## src/rtl/lsu_pkg.sv

```systemverilog
// Shared types for the load/store unit: access sizes, FSM states and the fault rule.
package lsu_pkg;

   typedef enum logic [1:0] {
      SZ_BYTE = 2'b00,
      SZ_HALF = 2'b01,
      SZ_WORD = 2'b10
   } lsu_size_e;

   localparam logic [1:0] SZ_ILLEGAL = 2'b11;

   typedef enum logic [1:0] {
      ST_IDLE     = 2'b00,
      ST_ACCESS   = 2'b01,
      ST_MERGE_WR = 2'b10,
      ST_RESP     = 2'b11
   } lsu_state_e;

   // True when the access must not touch memory: misaligned or illegal size.
   function automatic logic lsu_fault(input logic [1:0] size, input logic [1:0] addr_lo);
      case (size)
         SZ_BYTE: return 1'b0;
         SZ_HALF: return addr_lo[0];
         SZ_WORD: return (addr_lo != 2'b00);
         default: return 1'b1;
      endcase
   endfunction

endpackage

```

## src/rtl/lsu_lane_align.sv

```systemverilog
// Combinational lane logic: extracts/extends load data and merges store data
// into an existing word, with the byte order chosen by BIG_ENDIAN.
module lsu_lane_align
   import lsu_pkg::*;
#(
   parameter bit BIG_ENDIAN = 1'b1
) (
   input  logic [1:0]  addr_lo_i,
   input  logic [1:0]  size_i,
   input  logic        signed_i,
   input  logic [31:0] rdata_i,
   input  logic [31:0] wdata_i,
   output logic [31:0] load_data_o,
   output logic [31:0] merged_o
);

   logic [1:0]  byte_lane;
   logic        half_lane;
   logic [7:0]  byte_val;
   logic [15:0] half_val;

   // Lane numbers count from bit 0 upward; big-endian offset 0 is the top lane.
   assign byte_lane = BIG_ENDIAN ? (2'd3 - addr_lo_i) : addr_lo_i;
   assign half_lane = BIG_ENDIAN ? ~addr_lo_i[1] : addr_lo_i[1];
   assign byte_val  = rdata_i[{byte_lane, 3'b000} +: 8];
   assign half_val  = rdata_i[{half_lane, 4'b0000} +: 16];

   always_comb begin
      load_data_o = rdata_i;
      merged_o    = rdata_i;
      case (size_i)
         SZ_BYTE: begin
            load_data_o = {{24{signed_i & byte_val[7]}}, byte_val};
            merged_o[{byte_lane, 3'b000} +: 8] = wdata_i[7:0];
         end
         SZ_HALF: begin
            load_data_o = {{16{signed_i & half_val[15]}}, half_val};
            merged_o[{half_lane, 4'b0000} +: 16] = wdata_i[15:0];
         end
         default: ;
      endcase
   end

endmodule

```

## src/rtl/load_store_unit.sv

```systemverilog
// Single-outstanding load/store unit between a CPU request/response port and a
// word-wide data memory; sub-word stores use read-modify-write.
module load_store_unit
   import lsu_pkg::*;
#(
   parameter bit BIG_ENDIAN = 1'b1
) (
   input  logic        clk,
   input  logic        reset,
   input  logic        req_valid,
   output logic        req_ready,
   input  logic        req_write,
   input  logic [1:0]  req_size,
   input  logic        req_signed,
   input  logic [31:0] req_addr,
   input  logic [31:0] req_wdata,
   output logic        resp_valid,
   input  logic        resp_ready,
   output logic [31:0] resp_rdata,
   output logic        resp_fault,
   output logic [31:0] mem_addr,
   output logic        mem_write_en,
   output logic [31:0] mem_write_data,
   input  logic [31:0] mem_read_data,
   output lsu_state_e  dbg_state
);

   // Handshakes: a transfer happens on a rising edge where valid and ready are
   // both high; the request side is ready only in IDLE, the response is held
   // stable in RESP until resp_ready.

   lsu_state_e  state_q, state_d;
   logic [31:0] addr_q, addr_d;
   logic [1:0]  size_q, size_d;
   logic        signed_q, signed_d;
   logic        write_q, write_d;
   logic [31:0] wdata_q, wdata_d;
   logic [31:0] rdata_q, rdata_d;
   logic        fault_q, fault_d;
   logic [31:0] merged_q, merged_d;

   logic [31:0] load_data;
   logic [31:0] merged_word;

   lsu_lane_align #(
      .BIG_ENDIAN(BIG_ENDIAN)
   ) u_align (
      .addr_lo_i  (addr_q[1:0]),
      .size_i     (size_q),
      .signed_i   (signed_q),
      .rdata_i    (mem_read_data),
      .wdata_i    (wdata_q),
      .load_data_o(load_data),
      .merged_o   (merged_word)
   );

   always_ff @(posedge clk or posedge reset) begin
      if (reset) begin
         state_q  <= ST_IDLE;
         addr_q   <= '0;
         size_q   <= '0;
         signed_q <= 1'b0;
         write_q  <= 1'b0;
         wdata_q  <= '0;
         rdata_q  <= '0;
         fault_q  <= 1'b0;
         merged_q <= '0;
      end else begin
         state_q  <= state_d;
         addr_q   <= addr_d;
         size_q   <= size_d;
         signed_q <= signed_d;
         write_q  <= write_d;
         wdata_q  <= wdata_d;
         rdata_q  <= rdata_d;
         fault_q  <= fault_d;
         merged_q <= merged_d;
      end
   end

   always_comb begin
      state_d      = state_q;
      addr_d       = addr_q;
      size_d       = size_q;
      signed_d     = signed_q;
      write_d      = write_q;
      wdata_d      = wdata_q;
      rdata_d      = rdata_q;
      fault_d      = fault_q;
      merged_d     = merged_q;
      mem_write_en = 1'b0;
      case (state_q)
         ST_IDLE: begin
            if (req_valid) begin
               addr_d   = req_addr;
               size_d   = req_size;
               signed_d = req_signed;
               write_d  = req_write;
               wdata_d  = req_wdata;
               rdata_d  = '0;
               fault_d  = lsu_fault(req_size, req_addr[1:0]);
               state_d  = fault_d ? ST_RESP : ST_ACCESS;
            end
         end
         ST_ACCESS: begin
            if (!write_q) begin
               rdata_d = load_data;
               state_d = ST_RESP;
            end else if (size_q == SZ_WORD) begin
               mem_write_en = 1'b1;
               state_d      = ST_RESP;
            end else begin
               merged_d = merged_word;
               state_d  = ST_MERGE_WR;
            end
         end
         ST_MERGE_WR: begin
            mem_write_en = 1'b1;
            state_d      = ST_RESP;
         end
         ST_RESP: begin
            if (resp_ready) state_d = ST_IDLE;
         end
         default: state_d = ST_IDLE;
      endcase
   end

   assign req_ready      = (state_q == ST_IDLE);
   assign resp_valid     = (state_q == ST_RESP);
   assign resp_rdata     = rdata_q;
   assign resp_fault     = fault_q;
   assign mem_addr       = {addr_q[31:2], 2'b00};
   assign mem_write_data = (state_q == ST_MERGE_WR) ? merged_q : wdata_q;
   assign dbg_state      = state_q;

endmodule

```

## config.mk

```make
export PLATFORM = sky130hd
export DESIGN_NAME = load_store_unit
export DESIGN_NICKNAME = d
export VERILOG_FILES = /design/src/rtl/lsu_pkg.sv /design/src/rtl/lsu_lane_align.sv /design/src/rtl/load_store_unit.sv
export SDC_FILE = /design/constraint.sdc
export NUM_CORES = 1
export LEC_CHECK = 0
export BUFFER_PORTS_ARGS = -buffer_cell sky130_fd_sc_hd__buf_2
export CORE_MARGIN = 5
export CORE_UTILIZATION = 35
export CTS_CLUSTER_SIZE = 10
export DETAILED_ROUTE_END_ITERATION = 16
export HOLD_SLACK_MARGIN = 0.03
export PLACE_DENSITY = 0.59
export SYNTH_ARGS = -nofsm -noshare
export SYNTH_HDL_FRONTEND = slang
export SYNTH_SLANG_ARGS = --single-unit
```

## constraint.sdc

```tcl
create_clock -name clk -period 4.15 [get_ports clk]
set_input_delay 0.415 -clock clk [delete_from_list [all_inputs] [get_ports clk]]
set_output_delay 0.415 -clock clk [all_outputs]
set_load 0.005 [all_outputs]
```

==> flow_summary.ini <==
[sta]
slew_headroom_pct = 35.63
min_period_ps = 2800
fmax_mhz = 357.2
finalMaxSlewViolations = 0
final.setup.tns_ps = 0
skew_ps = 7.659
rsz0062_at_grt = false
hold_viol = 0
post-route-period-util_pct = 67.46
setup_viol_count_final = 0
tightestPinTransition_ps = 965.5

[clock_network]
htree_levels = 4
cts_buffers = 17
cts_buffer_depth = 2
cts_resized = 0
cts_tree = yes
clk_latency_ps = 410
cts_setup_buffers = 0
cts_num_sinks = 135
root_buffer = clkbuf_16
cts_hold_buf = 0
clk_pin_slew_ps = 60

[power]
ir_drop_uv = 358.7
power.total_uw = 7158
power.leakage_uw = 0.004098
power_density_nw_per_um2 = 823.4

[cells_and_area]
drive_gt1_share_pct = 42.98
syn2layout_area_growth_pct = 21.17
final_common_cell = buf_2
nets = 919
mostFrequentLayoutCells = buf_2, dfrtp_1, mux2_2

[setup_path]
critical_path.slowest_cell = ha_2
required_ps = 3730
cpPeakStageDelay_ps = 810
r2r_end = resp_rdata[24]
cp.arrival_ps = 2380
crit_fanout = 36
r2r-start = dbg_state[0]
crit_type = flip-flop to primary output
reg2reg_depth = 6
end_kind = primary output
reg2reg_slack_ps = 1410
path_cells = inv_1 > ha_2 > mux2_2 > buf_2
critPathLaunchType = flip-flop

[synthesis]
synth_xor_area_share_pct = 0
yosys.area.top_type = dfrtp_1
synth-async-reset-ratio_pct = 100.0
ys_seq_area_share_pct = 47.09
synth_area_leaders = dfrtp_1, mux2_2, buf_4
synth_top_family_by_area = multiplexers
synthFlopType = dfrtp_1
synth-compound-area-share_pct = 16.11
synthCells = 651
synth-simple-area-share_pct = 11.20
synth_top_area_share_pct = 47.09
synthAdderAreaFrac_pct = 1.570
netlist_area_sq_um = 7174
postSynthAreaPerCell_sq_um = 11.02
synth_warnings = 0
synthMuxAreaShare_pct = 16.81
synth_edf_count = 0
yosysUniqueCellTypes = 53
synth-seq-cells = 135

[die]
die_area_sq_um = 23460
ioPinCount = 206
start_util_pct = 35.46
core_sq_um = 20230
row_count = 52
die_w_microns = 153.2
die_y_microns = 153.2

[global_routing]
grt_use_total_pct = 18.53
grt_pass1_wl_mm = 34.36
grtUsageMet1_pct = 24.44
antenna_found_initial = 2
gr-usage-met3_pct = 5.146
grt_pass1_vias = 5844
top_usage_layer = met2
overflow = 0
grt_use_met2_pct = 29.82
grt_max_degree = 94

[routing]
drt_iter0_markers = 447
postRouteAntennaNets = 0
routedWlPerCell_microns = 20.21
dr.pass1.iters = 5
vias = 5805
finalWirelength_mm = 22.03
route.detailed.drc = 0
viasPerCell = 5.326

[placed_design]
hpwlAfterDp_mm = 15.73
portBuffers = 203
place.gp.congestion = 0.8233

[run_status]
status = finished, final reports clean

[worst_hold_path]
hold_class = input port to async pin

[flow_run]
max-cap-violations = 0
## cells in the mapped netlist (4+ instances only)
| cell | number |
|---|---|
| buf_4 | 33 |
| and3_1 | 7 |
| nand2b_1 | 32 |
| mux2_2 | 98 |
| ha_1 | 9 |
| a21oi_1 | 20 |
| a221o_1 | 7 |
| a222oi_1 | 4 |
| dfrtp_1 | 135 |
| nor4b_1 | 4 |
| o41ai_1 | 4 |
| buf_2 | 12 |
| clkbuf_1 | 20 |
| a22oi_1 | 20 |
| nor2b_1 | 11 |
| o31ai_1 | 7 |
| o21ai_0 | 17 |
| nor3_1 | 4 |
| a41oi_1 | 9 |
| nor2_1 | 39 |
| buf_1 | 6 |
| inv_1 | 14 |
| buf_6 | 5 |
| a21o_1 | 11 |
| a31oi_1 | 19 |
| nand2_1 | 40 |
| mux2i_1 | 8 |
| a22o_1 | 25 |
## metrics by stage
step	cells	utilization, %	area, sq um	hold WS, ps	setup slack, ps
6_report	1090	42.96	8693	199.9	1350
3_3_place_gp	1057	40.26	8147	457.5	1452
2_1_floorplan	652	-	7178	472.6	123.9
4_1_cts	1089	42.95	8691	212.1	1306
3_5_place_dp	1057	40.26	8147	461.9	1438
5_1_grt	1089	42.95	8691	204.2	1154
## worst max-delay path by stage
stage / start / to / slack, ps / depth (start not counted)
after floorplan: reset / addr_q[0] / 120 / 1
after global placement: dbg_state[0] / resp_rdata[21] / 1450 / 6
after detailed placement: dbg_state[0] / resp_rdata[24] / 1440 / 6
after CTS: dbg_state[0] / mem_write_data[2] / 1310 / 4
after global routing: dbg_state[0] / mem_write_data[5] / 1150 / 5
final: dbg_state[0] / mem_write_data[2] / 1350 / 4
## layout make-up
cell class	instances	area, sq um
diodes	1	2.502
clock buffers	23	467.9
clock inverters	9	76.32
fillers	1973	11540
inverters	14	57.56
multi-input cells	427	3297
flip-flops and latches	135	3378
well taps	270	337.8
repair buffers	211	1076
## cells by family after synthesis
kind of cell	count (synthesis)
flip-flops	135
AO/OA/AOI/OAI	156
buffers and inverters	90
AND/OR/NAND/NOR	153
adder cells (fa/ha/maj)	9
multiplexers	107
other	1
## worst max-delay path, delay by kind of cell (launching register included)
kind / cells / cell delay, ps
DFF: 1 / 450
adders and majority gates: 1 / 810
buffers and inverters: 2 / 240
muxes: 1 / 440
## power by group
group	switching (uW)	internal (uW)	total [uW]
registers	525	1920	2450
clock network	565	850	1420
logic	1710	1580	3300
## sequential cells by signal, summed over array words and instances (netlist names), 2 cells and up
register,flops
addr_q,32
merged_q,32
resp_rdata,32
wdata_q,32
dbg_state,2
size_q,2
## layer usage
metal	part of all wire, %	up-vias
met5	0.095	-
met4	2.0	4
met3	7.2	39
met2	49	238
met1	42	2879
li1	-	2645
No activity file was read; power rests on OpenSTA's default activity.
